**config.mk**
```make
export PLATFORM = sky130hd
export DESIGN_NAME = softmax_norm
export DESIGN_NICKNAME = d
export VERILOG_FILES = /design/src/rtl/softmax_norm.sv
export SDC_FILE = /design/constraint.sdc
export NUM_CORES = 1
export LEC_CHECK = 0
export CAP_MARGIN = 20
export CORE_ASPECT_RATIO = 1.2
export CORE_MARGIN = 2
export CORE_UTILIZATION = 50
export CTS_BUF_LIST = sky130_fd_sc_hd__clkbuf_2
export DETAILED_ROUTE_END_ITERATION = 16
export GPL_TIMING_DRIVEN = 0
export PLACE_DENSITY_LB_ADDON = 0.25
export SLEW_MARGIN = 20
export SYNTH_ARGS = -nofsm -noshare
export SYNTH_HDL_FRONTEND = slang
export SYNTH_SLANG_ARGS = --single-unit
```
**constraint.sdc**
```tcl
create_clock -name CLK -period 14.7 [get_ports CLK]
set_input_delay 1.47 -clock CLK [delete_from_list [all_inputs] [get_ports CLK]]
set_output_delay 1.47 -clock CLK [all_outputs]
set_load 0.1 [all_outputs]
```
**src/rtl/softmax_norm.sv**
```systemverilog
// softmax_norm: normalizes N_CLASS Q5.10 exp terms into probabilities (term << 10) / sum
// Ports: CLK/RST clock and async active-high reset; data/in_valid exp-term input stream;
// output_data/out_index/out_last/out_valid probability stream held until out_ready;
// busy high while dividing or presenting; drop pulses when a sample arrives while busy.
module softmax_norm #(
    parameter int N_CLASS = 4,
    parameter int IDX_W   = 4
) (
    input  logic             CLK,
    input  logic             RST,
    input  logic [15:0]      data,
    input  logic             in_valid,
    input  logic             out_ready,
    output logic [15:0]      output_data,
    output logic             out_valid,
    output logic [IDX_W-1:0] out_index,
    output logic             out_last,
    output logic             busy,
    output logic             drop
);
    localparam logic [1:0] S_COL = 2'd0;
    localparam logic [1:0] S_DIV = 2'd1;
    localparam logic [1:0] S_OUT = 2'd2;
    localparam logic [IDX_W-1:0] LAST = IDX_W'(N_CLASS - 1);
    localparam logic [15:0] EVEN = 16'(1024 / N_CLASS);

    logic [1:0]       r_state;
    logic [IDX_W-1:0] r_cnt;
    logic [IDX_W-1:0] r_idx;
    logic [31:0]      r_sum;
    logic [14:0]      r_buf [2**IDX_W];
    logic [4:0]       r_it;
    logic [31:0]      r_rem;
    logic [24:0]      r_dvd;
    logic [14:0]      r_q;
    logic [15:0]      r_out;
    logic             r_valid;
    logic             r_drop;

    logic [14:0] w_clamp;
    logic [32:0] w_trial;
    logic        w_ge;
    logic [31:0] w_rem_n;
    logic [15:0] w_q_n;

    // Negative terms contribute nothing; bit 15 set means negative in Q5.10.
    assign w_clamp = data[15] ? 15'd0 : data[14:0];
    // One restoring-division step: bring down the next dividend bit and try subtracting.
    assign w_trial = {r_rem, r_dvd[24]};
    assign w_ge    = w_trial >= {1'b0, r_sum};
    assign w_rem_n = w_ge ? 32'(w_trial - {1'b0, r_sum}) : w_trial[31:0];
    assign w_q_n   = {r_q, w_ge};

    assign output_data = r_out;
    assign out_valid   = r_valid;
    assign out_index   = r_idx;
    assign out_last    = r_valid && (r_idx == LAST);
    assign busy        = r_state != S_COL;
    assign drop        = r_drop;

    always_ff @(posedge CLK or posedge RST) begin
        if (RST) begin
            r_state <= S_COL;
            r_cnt   <= '0;
            r_idx   <= '0;
            r_sum   <= '0;
            r_it    <= '0;
            r_rem   <= '0;
            r_dvd   <= '0;
            r_q     <= '0;
            r_out   <= '0;
            r_valid <= 1'b0;
            r_drop  <= 1'b0;
            for (int i = 0; i < 2**IDX_W; i++) r_buf[i] <= '0;
        end else begin
            r_drop <= in_valid && (r_state != S_COL);
            case (r_state)
                S_COL: begin
                    if (in_valid) begin
                        r_buf[r_cnt] <= w_clamp;
                        r_sum        <= r_sum + 32'(w_clamp);
                        if (r_cnt == LAST) begin
                            r_cnt   <= '0;
                            r_idx   <= '0;
                            r_it    <= '0;
                            r_state <= S_DIV;
                        end else begin
                            r_cnt <= r_cnt + 1'b1;
                        end
                    end
                end
                S_DIV: begin
                    // r_it==0 is a load cycle, then 25 quotient bits MSB-first.
                    if (r_it == 5'd0) begin
                        r_rem <= '0;
                        r_dvd <= {r_buf[r_idx], 10'd0};
                        r_q   <= '0;
                        r_it  <= 5'd1;
                    end else begin
                        r_rem <= w_rem_n;
                        r_dvd <= {r_dvd[23:0], 1'b0};
                        r_q   <= w_q_n[14:0];
                        if (r_it == 5'd25) begin
                            r_out   <= (r_sum == 32'd0) ? EVEN : w_q_n;
                            r_valid <= 1'b1;
                            r_state <= S_OUT;
                        end else begin
                            r_it <= r_it + 5'd1;
                        end
                    end
                end
                S_OUT: begin
                    if (out_ready) begin
                        r_valid <= 1'b0;
                        if (r_idx == LAST) begin
                            r_idx   <= '0;
                            r_sum   <= '0;
                            r_state <= S_COL;
                        end else begin
                            r_idx   <= r_idx + 1'b1;
                            r_it    <= '0;
                            r_state <= S_DIV;
                        end
                    end
                end
                default: r_state <= S_COL;
            endcase
        end
    end
endmodule

```
### Word level (Yosys, flattened, before mapping)

Cells that the tools add are included.

* $add $sub $neg: 5
* magnitude comparators: 4
* equality and inequality tests: 13
* multiplexer cells: 40
* bitwise logic cells: 3
* reductions and logical operators: 17

Operator list (number)
* $bwmux 240: 1
* $mux 32: 5
* $mux 15: 5
* $pmux 32 s2: 1
* $bmux 15 s4: 1
* $demux 15 s4: 1
* $ge 33x32->1: 1
* $add 32x15->32: 1
* $logic_not 32->1: 1
* $sub 32x32->32: 1
* $mux 5: 6
* $mux 25: 1
* $mux 4: 5
* $mux 16: 1
* $pmux 5 s3: 1
* $ne 2x2->1 const B: 7
* $reduce_and 4->1: 3
* $ge 5x5->1 const B: 2
* $mux 2: 5
* $not 4->5: 2
* $add 4x1->4 const B: 2
* $eq 4x2->1 const B: 2
* $pmux 4 s2: 1
* $pmux 2 s3: 1
* other kinds (18): 25

* flip-flop bits (word level): 377
* input bits: 20

### Longest topological paths before layout

* depth after elaboration: 6
* depth in mapped cells: 15

### Worst setup path before layout

Ideal clock, no wire load.

* path type: in2reg
* start point: input port data[15]
* end point: register r_sum[12]
* setup time: 0.122 ns
* arrival: 4.281 ns
* required time: 14.578 ns
* path slack: 10.298 ns
* cell stages on the path: 14
* cell sequence: clkbuf_1 > nand2b_1 > clkbuf_1 > inv_1 > fa_1 > a21o_1 > a21oi_1 > nand2b_1 > a31oi_1 > a21o_1 > a21o_1 > a21o_1 > a211o_1 > a32o_1

* cells in the longest elaborated chain, start to end: 4

RTL lines
* from (decl): RTL line 11 `input logic [15:0] data,`
* $mux 15: RTL line 47 `assign w_clamp = data[15] ? 15'd0 : data[14:0];`
* named net w_clamp[1]: RTL line 40 `logic [14:0] w_clamp;`
* $add 32x15->32: RTL line 81 `r_sum <= r_sum + 32'(w_clamp);`
* $mux 32: RTL line 79 `if (in_valid) begin`
* $pmux 32 s2: RTL line 77 `case (r_state)`
* to (signal assigned): RTL line 81
* to (decl): RTL line 30 `logic [31:0] r_sum;`

The timed path passes the listed nets, and every way through them passes these cells. The select of a mux whose other input is x is not followed.
A chain may end at the register's enable or synchronous reset.

### Worst setup path after layout

* start point: input port data[15]
* end point: register r_sum[31]

Same word-level chain as after synthesis.

==> reports/metrics.yaml <==
timing.critical_path.mode_cell: "clkbuf_1"
max_slew.worst_pin.slew_ps: 1040
port_buffer_count: 43
cts_post_setup_buffers_inserted: 0
ys_dominant_reg_cell: "dfrtp_1"
worstPathArrival_ps: 6300
layout.cells.most_common_list: "376 x nand2_1, 367 x dfrtp_1, 309 x o21ai_0"
finalSetupViolCount: 0
net-switching-power_w: 0.00112
critical_path.max_stage_delay_ps: 630
rsz0062_at_grt: "false"
max-cap-violations: 0
critical_path_cell_sequence: "clkdlybuf4s50_1 -> clkbuf_1 -> nand2b_1 -> clkbuf_1 -> inv_1 -> ha_1 -> a21o_1 -> a21oi_1 -> o21ai_0 -> a311oi_1 -> o21ai_0 -> a31oi_1 -> clkbuf_1 -> nor4_1 -> xnor2_1 -> nor2_1"
grt_max_degree: 98
buffer_depth_of_the_longest_clock_path: 3
htree_num_levels: 3
clock_latency_late_sink_ps: 1010
critical_path.top_delay_family: "compound AO/OA/AOI/OAI gates"
critPathBufInv: 5
worstSetupPathType: "input port to register"
fin_hold_ws_ps: 479
data_required_time_at_the_worst_endpoint_ps: 15540
cellLeakagePower_nw: 9.10
route.detailed.drc: 0
number_of_global_route_vias_before_repair: 14996
die_area_mm2: 0.0383
p_per_area_mw_per_mm2: 142
grt_first_pass_wirelength_mm: 82.1
synth_sequential_area_ratio_pct: 49.9
drt_iter0_drc: 1093
floorplan.initialDensity_pct: 51.0
slowest_stage: "a31oi_1"
finalHoldViolCount: 0
worst_clock_skew_ps: 82.7
cts_sinks: 367
avgViaCountPerCell: 5.92
area_delta_synth_final_pct: 10.3
setup_ws_ps: 9240
layout_min_cycle_time_ps: 5460
placement.setup.worst_slack_ps: 8280
max_slew_margin_pct: 30.2
cts_buffers: 93
asyncSetResetFlopFracSynth_pct: 100
maxClockFrequency_mhz: 183
synthesis.area_per_instance_um2: 10.1
gp_congestion: 0.891
die_height_um: 214
leading_cell_type_in_the_layout_fill_and_taps_excluded: "nand2_1"
sw_frac_of_total_pct: 39.0
crit_fanout: 10
synth_seq_cells: 367
final-max-slew-violation-count: 0
power.internal_w: 0.00176
grt_antenna_before_repair: 1
finish.net_count: 2046
antenna_violating_nets_post_route: 0
ir_worst_vdd_v: 0.0000612
cts.reportedPaths.clkPinSlew_ps: 90
power.share.sequential_pct: 43.5
clockPowerShare_pct: 22.9
rows: 76
detailroute.via_count: 14780
synth.distinct_cells: 65
synthesis.yosys.warnings: 0
ioPinCount: 44
drt-total-wl_mm: 52.0
setup.worst_path.end_class: "register"
cts_repair_resize_count: 0
remaining_global_route_overflow: 0
period_share_pct: 37.2
synth_nets: 1904
fp.dieW_um: 179
drt_pre_antenna_iters: 5
worstHoldPathType: "register to register"
cts-root-buf: "clkbuf_2"
timing.critical_path.from_type: "input port"
p_comb_share_pct: 33.6
post_synth_inst_count: 1827
synth.cell_area_mm2: 0.0184
tritoncts: "built"
count_of_flip_flops_with_a_built_in_enable_after_synthesis: 0
cts_hold_repair_buffers: 0
dpl.hpwl_mm: 36.9
run_status: "complete, no violations"
drive_above_1_share_pct: 12.3
grt_use_total_pct: 28.0
drt-wirelength-per-cell_um: 20.8
core_area_mm2: 0.0360
==> per-layer routing <==
metal	global-route usage, %	part of all wire (%)	routed length (um)
met1	35.0	39	20200
met5	0	0	0
met3	5.96	7.3	3810
met4	16.9	5.8	3020
met2	44.4	48	25000
==> cells by family (layout without fill, tap and decap cells) <==
kind of cell / count (synthesis) / after routing / share of synthesized area, %
mux: 97 / 97 / 10.4
compound gates: 479 / 479 / 15.0
simple gates: 583 / 583 / 14.1
flops: 367 / 367 / 49.9
xor+xnor: 50 / 50 / 2.38
fa+ha+maj: 57 / 57 / 3.96
other cells: 0 / 1 / 0
buf+inv: 194 / 394 / 4.22
==> worst paths after layout <==
check                          start         to  slack [ps]  cells after the start
max                         data[15]  r_sum[31]        9240                     16
min                        r_dvd[10]  r_dvd[10]         480                      2
max reg2reg                 r_sum[1]  r_sum[31]       11080                     11
min reg2reg                r_dvd[10]  r_dvd[10]         480                      2
max in group asynchronous        RST    r_q[14]       12220                      5
min in group asynchronous        RST  r_rem[20]         790                      2
==> final cells by class <==
cell class,count,area (um2)
plain buffers,129,532
clock buffers,131,656
multi-input cells,1266,8440
well taps,468,586
fillers,3260,15700
flip-flops and latches,367,9180
diodes,1,2.50
repair buffers,47,541
clock inverters,22,104
inverters,65,251
==> through the flow <==
| step | util [%] | instance area [um2] | cells | TNS, ps | power (W) |
|---|---|---|---|---|---|
| 6_report | 56.3 | 20300 | 2496 | 0 | 0.00288 |
| 3_3_place_gp | 53.8 | 19400 | 2338 | -376570 | 0.00219 |
| 4_1_cts | 56.3 | 20300 | 2495 | 0 | 0.00289 |
| 2_1_floorplan | - | 18400 | 1827 | 0 | 0.00194 |
| 3_5_place_dp | 54.2 | 19500 | 2342 | 0 | 0.00223 |
| 5_1_grt | 56.3 | 20300 | 2496 | 0 | 0.00307 |
==> power by group through the flow <==
| stage | logic (W) | registers (W) | clock network, W |
|---|---|---|---|
| 2_1_floorplan | 0.000693 | 0.00125 | 0 |
| 3_3_place_gp | 0.000929 | 0.00127 | 0 |
| 3_5_place_dp | 0.000959 | 0.00127 | 0 |
| 4_1_cts | 0.000962 | 0.00125 | 0.000676 |
| 5_1_grt | 0.00107 | 0.00127 | 0.000730 |
| 6_report | 0.000968 | 0.00125 | 0.000660 |
==> synth_stat cells (15+ instances only) <==
library cell	n	share of area, %
nor2_1	60	1.2
ha_1	55	3.7
nand4_1	21	0.71
nand2b_1	20	0.68
nand2_1	376	7.7
a21oi_1	45	1.2
o21ai_0	309	8.4
nand3_1	38	1.0
mux4_2	72	8.8
clkbuf_1	107	2.2
nor4_1	15	0.51
a21o_1	16	0.65
xnor2_1	34	1.6
dfrtp_1	367	50
a22o_1	30	1.4
inv_1	65	1.3
a31oi_1	26	0.88
mux2i_1	22	1.2
xor2_1	16	0.76
==> flip-flops by register name, indices dropped and copies added, names as in the netlist <==
signal	flops
r_rem	32
r_state	2
r_dvd	15
out_valid	1
r_sum	32
r_buf	240
output_data	16
r_it	5
drop	1
r_cnt	4
out_index	4
r_q	15
==> worst register-to-register path, delay by kind of cell (launching register included) <==
kind / cells / cell delay, ps
XOR/XNOR: 1 / 160
adder cells (fa/ha/maj): 1 / 340
AND/OR/NAND/NOR: 2 / 180
AO/OA/AOI/OAI: 6 / 1910
flip-flops: 1 / 490
buffers and inverters: 1 / 410
Power figures use the tool's default switching activity.
